--- config.mk ---
export PLATFORM = sky130hd
export DESIGN_NAME = mem_stage_lsu
export DESIGN_NICKNAME = d
export VERILOG_FILES = /design/src/rtl/mem_stage_lsu_pkg.sv /design/src/rtl/mem_stage_lsu_align.sv /design/src/rtl/mem_stage_lsu.sv
export SDC_FILE = /design/constraint.sdc
export NUM_CORES = 1
export LEC_CHECK = 0
export ABC_AREA = 1
export ABC_CLOCK_PERIOD_IN_PS = 3100
export CAP_MARGIN = 5
export CORE_MARGIN = 2
export CORE_UTILIZATION = 38
export DETAILED_ROUTE_END_ITERATION = 8
export GPL_ROUTABILITY_DRIVEN = 0
export HOLD_SLACK_MARGIN = 0.08
export PLACE_DENSITY = 0.92
export SYNTH_ARGS = -nofsm -noshare
export SYNTH_HDL_FRONTEND = slang
export SYNTH_SLANG_ARGS = --single-unit
--- constraint.sdc ---
create_clock -name clk_i -period 3.1 [get_ports clk_i]
set_input_delay 0.93 -clock clk_i [delete_from_list [all_inputs] [get_ports clk_i]]
set_output_delay 0.93 -clock clk_i [all_outputs]
set_load 0.1 [all_outputs]
--- src/rtl/mem_stage_lsu_pkg.sv ---
// Shared types and encodings for the MEM stage load/store unit.
package mem_stage_lsu_pkg;

  localparam int unsigned DATA_W = 32;

  localparam logic [1:0] WB_ALU = 2'b00;
  localparam logic [1:0] WB_MEM = 2'b01;
  localparam logic [1:0] WB_PC4 = 2'b10;

  localparam logic [3:0] BN_BYTE = 4'b0001;
  localparam logic [3:0] BN_HALF = 4'b0011;
  localparam logic [3:0] BN_WORD = 4'b1111;

  typedef enum logic [1:0] {
    IDLE,
    WAIT_GNT,
    WAIT_RSP
  } lsu_state_e;

  typedef struct packed {
    logic [1:0]        wb_sel;
    logic              mem_wren;
    logic [3:0]        byte_num;
    logic              ld_unsigned;
    logic              rd_wren;
    logic [4:0]        rd_addr;
    logic [DATA_W-1:0] pc4;
    logic [DATA_W-1:0] alu_data;
    logic [DATA_W-1:0] rs2_forward;
  } EX_MEM_ff;

  typedef struct packed {
    logic              rd_wren;
    logic [4:0]        rd_addr;
    logic [DATA_W-1:0] rd_data;
  } MEM_WB_ff;

endpackage

--- src/rtl/mem_stage_lsu_align.sv ---
// Combinational byte-lane alignment: store shift/byte enables and load extract/extend.
module lsu_align
  import mem_stage_lsu_pkg::*;
#(
  parameter int unsigned XLEN = 32
) (
  input  logic [1:0]      off,
  input  logic [3:0]      byte_num,
  input  logic            ld_unsigned,
  input  logic [XLEN-1:0] st_data,
  input  logic [XLEN-1:0] rdata,
  output logic [3:0]      be,
  output logic [XLEN-1:0] wdata,
  output logic [XLEN-1:0] ld_data
);

  logic [XLEN-1:0] shifted;

  // Lanes pushed past bit 3 / bit XLEN-1 are simply lost (no split access).
  assign be      = byte_num << off;
  assign wdata   = st_data << {off, 3'b000};
  assign shifted = rdata >> {off, 3'b000};

  always_comb begin
    ld_data = shifted;
    case (byte_num)
      BN_BYTE: ld_data = {{(XLEN-8){~ld_unsigned & shifted[7]}}, shifted[7:0]};
      BN_HALF: ld_data = {{(XLEN-16){~ld_unsigned & shifted[15]}}, shifted[15:0]};
      default: ld_data = shifted;
    endcase
  end

endmodule

--- src/rtl/mem_stage_lsu.sv ---
// MEM stage LSU: req/gnt/rvalid bus handshake, stall generation and MEM/WB register.
// Optional misaligned-access trap via LSU_MISALIGN_CHK_EN.
module mem_stage_lsu
  import mem_stage_lsu_pkg::*;
#(
  parameter int unsigned XLEN       = 32,
  parameter logic [1:0]  WB_MEM_SEL = WB_MEM
) (
  input  logic            clk_i,
  input  logic            synclr_ni,
  input  EX_MEM_ff        MEM_i,
  output logic            stall_o,
  output logic            dmem_req_o,
  output logic            dmem_we_o,
  output logic [XLEN-1:0] dmem_addr_o,
  output logic [3:0]      dmem_be_o,
  output logic [XLEN-1:0] dmem_wdata_o,
  input  logic            dmem_gnt_i,
  input  logic            dmem_rvalid_i,
  input  logic [XLEN-1:0] dmem_rdata_i,
  output MEM_WB_ff        WB_o
`ifdef LSU_MISALIGN_CHK_EN
  ,
  output logic            misalign_o
`endif
);

  lsu_state_e      state, state_nxt;
  logic            mem_op, access, done, drop;
  logic [1:0]      off;
  logic [XLEN-1:0] ld_data;
  MEM_WB_ff        wb_nxt;

  assign off    = MEM_i.alu_data[1:0];
  assign mem_op = MEM_i.mem_wren | (MEM_i.wb_sel == WB_MEM_SEL);

`ifdef LSU_MISALIGN_CHK_EN
  logic misalign;
  assign misalign   = mem_op & (((MEM_i.byte_num == BN_HALF) & off[0]) |
                                ((MEM_i.byte_num == BN_WORD) & (off != 2'b00)));
  assign access     = mem_op & ~misalign;
  assign misalign_o = misalign;
  assign drop       = stall_o | misalign;
`else
  assign access = mem_op;
  assign drop   = stall_o;
`endif

  lsu_align #(.XLEN(XLEN)) u_align (
    .off         (off),
    .byte_num    (MEM_i.byte_num),
    .ld_unsigned (MEM_i.ld_unsigned),
    .st_data     (MEM_i.rs2_forward),
    .rdata       (dmem_rdata_i),
    .be          (dmem_be_o),
    .wdata       (dmem_wdata_o),
    .ld_data     (ld_data)
  );

  assign dmem_we_o   = MEM_i.mem_wren;
  assign dmem_addr_o = {MEM_i.alu_data[XLEN-1:2], 2'b00};

  always_ff @(posedge clk_i) begin
    if (!synclr_ni) state <= IDLE;
    else            state <= state_nxt;
  end

  always_comb begin
    state_nxt = state;
    case (state)
      IDLE, WAIT_GNT: begin
        if (!access)         state_nxt = IDLE;
        else if (dmem_gnt_i) state_nxt = MEM_i.mem_wren ? IDLE : WAIT_RSP;
        else                 state_nxt = WAIT_GNT;
      end
      WAIT_RSP: if (dmem_rvalid_i) state_nxt = IDLE;
      default:  state_nxt = IDLE;
    endcase
  end

  always_comb begin
    dmem_req_o = 1'b0;
    done       = 1'b0;
    case (state)
      IDLE, WAIT_GNT: begin
        dmem_req_o = access;
        done       = access & dmem_gnt_i & MEM_i.mem_wren;
      end
      WAIT_RSP: done = dmem_rvalid_i;
      default:  done = 1'b0;
    endcase
    stall_o = access & ~done;
  end

  always_comb begin
    wb_nxt = '0;
    if (!drop) begin
      wb_nxt.rd_wren = MEM_i.rd_wren;
      wb_nxt.rd_addr = MEM_i.rd_addr;
      if (MEM_i.wb_sel == WB_MEM_SEL)  wb_nxt.rd_data = ld_data;
      else if (MEM_i.wb_sel == WB_PC4) wb_nxt.rd_data = MEM_i.pc4;
      else                             wb_nxt.rd_data = MEM_i.alu_data;
    end
  end

  always_ff @(posedge clk_i) begin
    if (!synclr_ni) WB_o <= '0;
    else            WB_o <= wb_nxt;
  end

endmodule

# Yosys cells after proc, flatten, opt, wreduce, memory -nomap -nowiden
# Cells that the tools add are included.
totals:
  register_bits: 40
  input_bits: 146
  out_inout_bits: 109
  wordCells: 36
classes:
  n_eq_ne: 7
  shift: 3
  n_mux: 10
  n_bitwise: 9
  reduce_logical: 3
ops:
  columns: ["op", "count"]
  rows:
  - ["two-way mux 32 bit", 2]
  - ["case mux 32 bit (2 select lines)", 1]
  - ["<< shifter 32 x 5 -> 32 bit", 1]
  - [">> shifter 32 x 5 -> 32 bit", 1]
  - ["two-way mux 2 bit", 4]
  - ["AND 1 bit", 5]
  - ["equality test 2 x 1 -> 1 bit (second input constant)", 2]
  - ["equality test 2 bit (second input constant)", 2]
  - ["equality test 4 x 1 -> 1 bit (second input constant)", 1]
  - ["equality test 4 x 2 -> 1 bit (second input constant)", 1]
  - ["case mux 2 bit (2 select lines)", 1]
  - ["OR reduction 2 bit", 2]
  - ["<< shifter 4 x 2 -> 4 bit", 1]
  - ["NOT 1 bit", 3]
  - ["zero test 2 bit", 1]
  - ["inequality test 2 bit (second input constant)", 1]
  - ["case mux 1 bit (2 select lines)", 1]
  - ["two-way mux 1 bit", 1]
  - ["OR 1 bit", 1]

# Longest topological paths before layout
# Gate-level depths: netlist (run 1).
depth:
  ltp_word: 8
  mapped_depth: 9
  mapped_depth_nobuf: 8

# Modules after synthesis
# A second synthesis (run 1) with hierarchy kept.
unflattened:
  cells_unflattened: 598
  area_unflattened_um2: 3616.0
modules_own_cells:
  columns: ["module", "n_inst", "cells_each", "area_each_um2", "seq_area_each_um2"]
  rows:
  - ["mem_stage_lsu", 1, 321, 2227.1, 800.8]
  - ["lsu_align", 1, 277, 1388.8, 0.0]

# Least setup slack after synthesis (run 1)
# No wires, ideal clock.
synth_path:
  path_type: "input-to-output"
  start: "input MEM_i[33] (netlist name)"
  end: "output dmem_wdata_o[23]"
  arrival_time_ns: 3.739
  t_required_ns: 2.170
  path_slack_ns: -1.569
  cell_stages: 5
  n_path_buf: 3
  path_cell_list: "buf_2 inv_2 buf_2 buf_2 o31ai_1"
synth_between:
  elab_chain_len: 1
synth_lines:
  columns: ["item", "line_no", "text"]
  rows:
  - ["start, declared", "mem_stage_lsu.sv:11", "input EX_MEM_ff MEM_i,"]
  - ["<< shifter 32 x 5 -> 32 bit", "mem_stage_lsu_align.sv:21", "assign wdata = st_data << {off, 3'b000};"]
  - ["end, declared", "mem_stage_lsu.sv:17", "output logic [XLEN-1:0] dmem_wdata_o,"]
# Every way passes these cells.

# Final worst setup path (run 1)
layout_path:
  start: "input MEM_i[32] (netlist name)"
  end: "output dmem_wdata_o[29]"
# The elaborated chain is that of the path after synthesis.

==> results.cfg, run 1 <==
[global_route]
antenna_found_initial = 0
first_global_vias = 4523
grt_max_degree = 41
grt_pass1_wl_um = 22400
grt_overflow = 0
grt_usage = 0.280

[yosys]
ys_ff_latch = 40
avgSynthCellArea_um2 = 6.58
synthXorXnorAreaFrac = 0
synth-edff-count = 0
synth_fa_ha_area_frac = 0
ys_types = 39
synth_top_family_by_area = simple AND/OR/NAND/NOR gates
yosysSeqAreaShare = 0.230
muxShareOfSynthArea = 0.0173
async_flop_share = 0
synth_area_mm2 = 0.00348
ys_warn_count = 0
synth-simple-area-share = 0.396
synth-compound-area-share = 0.172
synth_cells = 528
ys.flop_type = dfxtp_1

[critical_path]
crit_path_top_delay_cell = mux2i_1
path_cells = buf_2 -> buf_12 -> mux2i_1 -> a21oi_4 -> buf_12
cp_top_family = buffers and inverters
start_kind = input pin
cp_data_arrival_time_ns = 2.13
path_max_fanout = 19
endpoint_kind = output pin
path_buf_inv = 3
path_class = input pin to output pin
crit_top_cell = buf_12
worstPathRequired_ns = 2.17
slowest_delay_ns = 0.39

[pwr]
total_leakage_power_uw = 0.00305
ir_drop_uv = 306
p_total_uw = 2590
p_per_area_mw_per_mm2 = 382

[routing]
routed_wl_um = 14200
drc = 0
vias = 4391
wl_per_cell_um = 16.8
antenna_left = 0
drt-vias-per-instance = 5.19
drt-pass1-iter-count = 5
drtIter0Drc = 223

[clock_tree]
cts_setup_buffers = 0
worstSkewPairLatency_ns = 0.30
cts_tree = built
root_buffer = clkbuf_8
clkTransAtPathRegs_ns = 0.09
cts_max_level = 2
hold_buffers = 0
clkSinkCount = 40
clock_path_buffers = 2
cts_buffers = 5

[sta]
setup_viol = 0
hold_viol_final = 0
grt_setup_unrepaired = true
fin_crit_sh = 0.986
maxSlewViolCount = 0
fmax_mhz = 327
fin_worst_skew_ns = 0.00724
min_period_ns = 3.06

[final_layout]
stdcell_count = 846
syn_to_final_growth_pct = 95.5
nets = 883
diodes = 0
drive_above_1_share = 0.317

[place]
hpwl_um = 11800
dp.cells = 838
portBuffers = 252

[floorplanning]
core_area_mm2 = 0.00881
die_w_um = 99.6
io_pins = 255
initial_core_util = 0.395
die-area_mm2 = 0.00993
die_h_um = 99.6
rows = 34

[run]
maxCapViolations = 0

[run_status]
status = finished, final reports clean

[worst_hold_path]
hold_path_class = flop to flop
## area by class of cell
type                    instances  area [um2]
repair buffers                269        3260
flip-flops and latches         40         801
well taps                     108         135
fillers                       608        2010
clock buffers                   5        68.8
multi-input cells             379        2300
inverters                      42         181
clock inverters                 3        46.3
## power breakdown
| part | switching [uW] | internal, uW |
|---|---|---|
| Combinational | 1030 | 555 |
| Sequential | 10.3 | 546 |
| Clock | 207 | 243 |
## cells by family after synthesis
logic type | Yosys count
AND/OR/NAND/NOR | 276
other | 1
flip-flops | 40
buffers and inverters | 110
multiplexers | 6
AO/OA/AOI/OAI | 95
## Yosys cell counts (8+ instances only)
| master | n | area (um2) |
|---|---|---|
| nand2_1 | 127 | 477 |
| inv_1 | 36 | 135 |
| buf_4 | 38 | 285 |
| dfxtp_1 | 40 | 801 |
| o22a_1 | 16 | 140 |
| nand4_1 | 10 | 62.6 |
| nor2_4 | 13 | 146 |
| o22ai_1 | 10 | 62.6 |
| nor2_2 | 10 | 62.6 |
| nand3_1 | 41 | 205 |
| buf_2 | 18 | 90.1 |
| nor2_1 | 48 | 180 |
| a22oi_1 | 8 | 60.1 |
| o21ai_0 | 14 | 70.1 |
| a21oi_1 | 31 | 155 |
| nand2_2 | 14 | 87.6 |
## path summary, 6_finish.rpt
path                  start          endpoint  slack [ns]  cells past startpoint
setup / recovery  MEM_i[32]  dmem_wdata_o[29]        0.04                      5
hold / removal     state[1]          state[0]        0.59                      1
hold reg to reg    state[1]          state[0]        0.59                      1
setup reg to reg   state[1]          WB_o[23]        1.53                      7
## sequential cells by signal, summed over array words and instances, names as in the netlist
register and flops:
WB_o 38, state 2
## per-stage QoR
stage	setup slack (ns)	setup TNS (ns)	util	hold slack, ns	cell area, um2
after floorplan	-0.263	-3.79	-	0.484	3830
after detailed placement	-0.0417	-0.0417	0.759	0.560	6680
after global routing	-0.00595	-0.00595	0.772	0.600	6800
after global placement	0.00630	0	0.759	0.496	6680
after CTS	0.0423	0	0.772	0.574	6800
final	0.0445	0	0.772	0.586	6800
## metal layers
metal  vias to the layer above  GRT usage  routed length [um]
li1                       2123          -                   -
met2                       242      0.523                7530
met3                        56     0.0611                1080
met5                         -          0                   0
met4                         0      0.121                 662
met1                      1970      0.301                4970
## placed cells by master (no fill, tap or decap), types with 5 or more instances in the layout
master           Yosys  routed
nand3_1             41      41
a21boi_0             5       5
dfxtp_1             40      40
o22a_1              16      16
nor2_4              13      18
buf_12               1      71
clkdlybuf4s50_1      0     143
nor2_2              10      23
nor2_1              48      30
nand4_1             10      10
mux2i_1              6       6
buf_4               38      53
a22oi_2              0       8
o21ai_0             14       9
inv_1               36      35
o21ai_1              3       6
nand2_2             14      22
o22ai_1             10       9
o211ai_1             6       6
a21oi_1             31      23
a21oi_4              0       5
clkbuf_8             0       5
nand2_1            127     119
## what timing repair did
item | in CTS | in global routing
pin swaps | 0 | 0
gates cloned | 0 | 0
gates resized for setup | 1 | 1
endpoints found under the setup margin | 1 | 2
No activity file was read; power rests on OpenSTA's default activity.
==> run 2: changes to the inputs <==
Settings changed: SETUP_SLACK_MARGIN set to 0.5.
==> run 2 against run 1 <==
  * Hold slack lost 0.012 ns
  * Routed wire length grew 22%
  * Sequential power hardly changed
  * Cell count rose by 2.0%
  * Critical endpoint is now dmem_wdata_o[31]
  * Largest cell class unchanged
==> results.cfg, run 2 (same netlist as run 1, synthesis figures left out) <==
[floorplanning]
core_area_mm2 = 0.00881
die_h_um = 99.6
io_pins = 255
die_w_um = 99.6
rows = 34
initial_core_util = 0.395
die-area_mm2 = 0.00993

[final_layout]
layout_common_cells = nand2_1 (109), clkdlybuf4s50_1 (85), buf_12 (74)
nFillCells = 485
largestRegisters = WB_o x38, state x2
nets = 896
layout.cells.most_common = nand2_1
multi_input_area_mm2 = 0.00265
final_core_util = 0.839
design_area_mm2 = 0.00739
largest_reg_flops = 38
regArea_um2 = 801
top_register = WB_o
syn_to_final_growth_pct = 113
drive_above_1_share = 0.393

[global_route]
grt_pass1_wl_um = 25400
antenna_found_initial = 4
grt_max_degree = 41
first_global_vias = 4906
grt_usage = 0.325
grt_overflow = 0

[critical_path]
endpoint_kind = output pin
start_kind = input pin
path_cells = clkdlybuf4s50_1 -> a21oi_2 -> a21oi_4 -> buf_12
path_class = input pin to output pin
crit_path_top_delay_cell = clkdlybuf4s50_1
cp_top_family = buffers and inverters
cp_num_cells = 4
reg2reg_depth = 7
path_buf_inv = 2
path_max_fanout = 1
cp_data_arrival_time_ns = 1.90
slowest_delay_ns = 0.54
worstPathRequired_ns = 2.17

[sta]
relSlewSlack = 0.618
worst_pin_slew_ns = 0.571
fin_worst_skew_ns = 0.00933
whs_ns = 0.574
fmax_mhz = 353
grt_setup_unrepaired = true
hold_viol_final = 0
fin_crit_sh = 0.914
min_period_ns = 2.83
setup_viol = 0
maxSlewViolCount = 0
worst_slack_ns = 0.267
finalSetupTns_ns = 0

[clock_tree]
clkSinkCount = 40
cts_tree = built
worstSkewPairLatency_ns = 0.30
cts_max_level = 2
root_buffer = clkbuf_8
clkTransAtPathRegs_ns = 0.09
clock_path_buffers = 2
cts_buffers = 5

[pwr]
ir_drop_uv = 269
p_per_area_mw_per_mm2 = 367
total_leakage_power_uw = 0.00338

[place]
postPlaceCellArea_mm2 = 0.00685
portBuffers = 252
pre_cts_slack_ns = -0.00479
hpwl_um = 12000

[routing]
drt-vias-per-instance = 5.59
drt-pass1-iter-count = 5
drtIter0Drc = 464
antenna_left = 0
wl_per_cell_um = 20.2
routed_wl_um = 17400
vias = 4826
drc = 0

[worst_hold_path]
holdPathStages = 3
hold_path_class = flop to flop

[run]
maxCapViolations = 0

[run_status]
status = finished, final reports clean
-- run 2: cell types whose count changed in the layout (fill, tap and decap cells not counted), sizes merged, moves of 3 or more --
| cell | delta |
|---|---|
| buf | +13 |
| dlygate4sd2 | +38 |
| diode | +4 |
| clkdlybuf4s15 | +6 |
| dlymetal6s2s | +10 |
| clkdlybuf4s50 | -58 |
| clkbuf | +3 |
-- run 2: area by class of cell --
class | instances | area share
Sequential cell | 40 | 0.108
Timing Repair inverter | 2 | 0.00372
Tap cell | 108 | 0.0183
Antenna cell | 4 | 0.00135
Clock inverter | 2 | 0.00525
Multi-Input combinational cell | 379 | 0.359
Timing Repair Buffer | 280 | 0.466
Inverter | 42 | 0.0271
Clock buffer | 6 | 0.0112
-- run 2: worst min-delay path: cells and delay by family, from the launching register on --
kind | cells | cell delay (ns)
and+or+nand+nor | 1 | 0.09
buffers and inverters | 1 | 0.06
AOI/OAI and AO/OA | 1 | 0.06
DFF | 1 | 0.32
-- run 2: worst paths after layout --
kind	start	endpoint	slack (ns)
min	state[0]	state[1]	0.57
max	MEM_i[31]	dmem_wdata_o[31]	0.27
min reg2reg	state[0]	state[1]	0.57
max reg2reg	state[1]	WB_o[28]	1.59
-- run 2: where the power goes --
group	switching (uW)	total, uW	leakage, uW	internal, uW
clock	197	460	0.0000614	263
combinational	1110	1700	0.00299	586
sequential	11.5	557	0.000329	546
total	1320	2720	0.00338	1400
-- run 2: through the flow --
step / power, uW / cells
finish: 2720 / 863
global route: 2790 / 863
CTS: 2680 / 856
global placement: 2160 / 837
floorplan: 1650 / 529
detailed placement: 2190 / 837
-- run 2: per-layer routing --
| layer | global-route usage | vias to the layer above | wire (um) |
|---|---|---|---|
| li1 | - | 2155 | - |
| met1 | 0.359 | 2232 | 5920 |
| met2 | 0.577 | 357 | 9020 |
| met3 | 0.0611 | 82 | 1420 |
| met4 | 0.192 | 0 | 1030 |
| met5 | 0 | - | 0 |
-- run 2: what timing repair did --
action	CTS	global route
setup endpoints to repair	51	45
hold buffers	0	0
buffers inserted	7	2
gates cloned	4	1
resized for setup	108	37
hold endpoints to repair	0	0
pin swaps	35	10
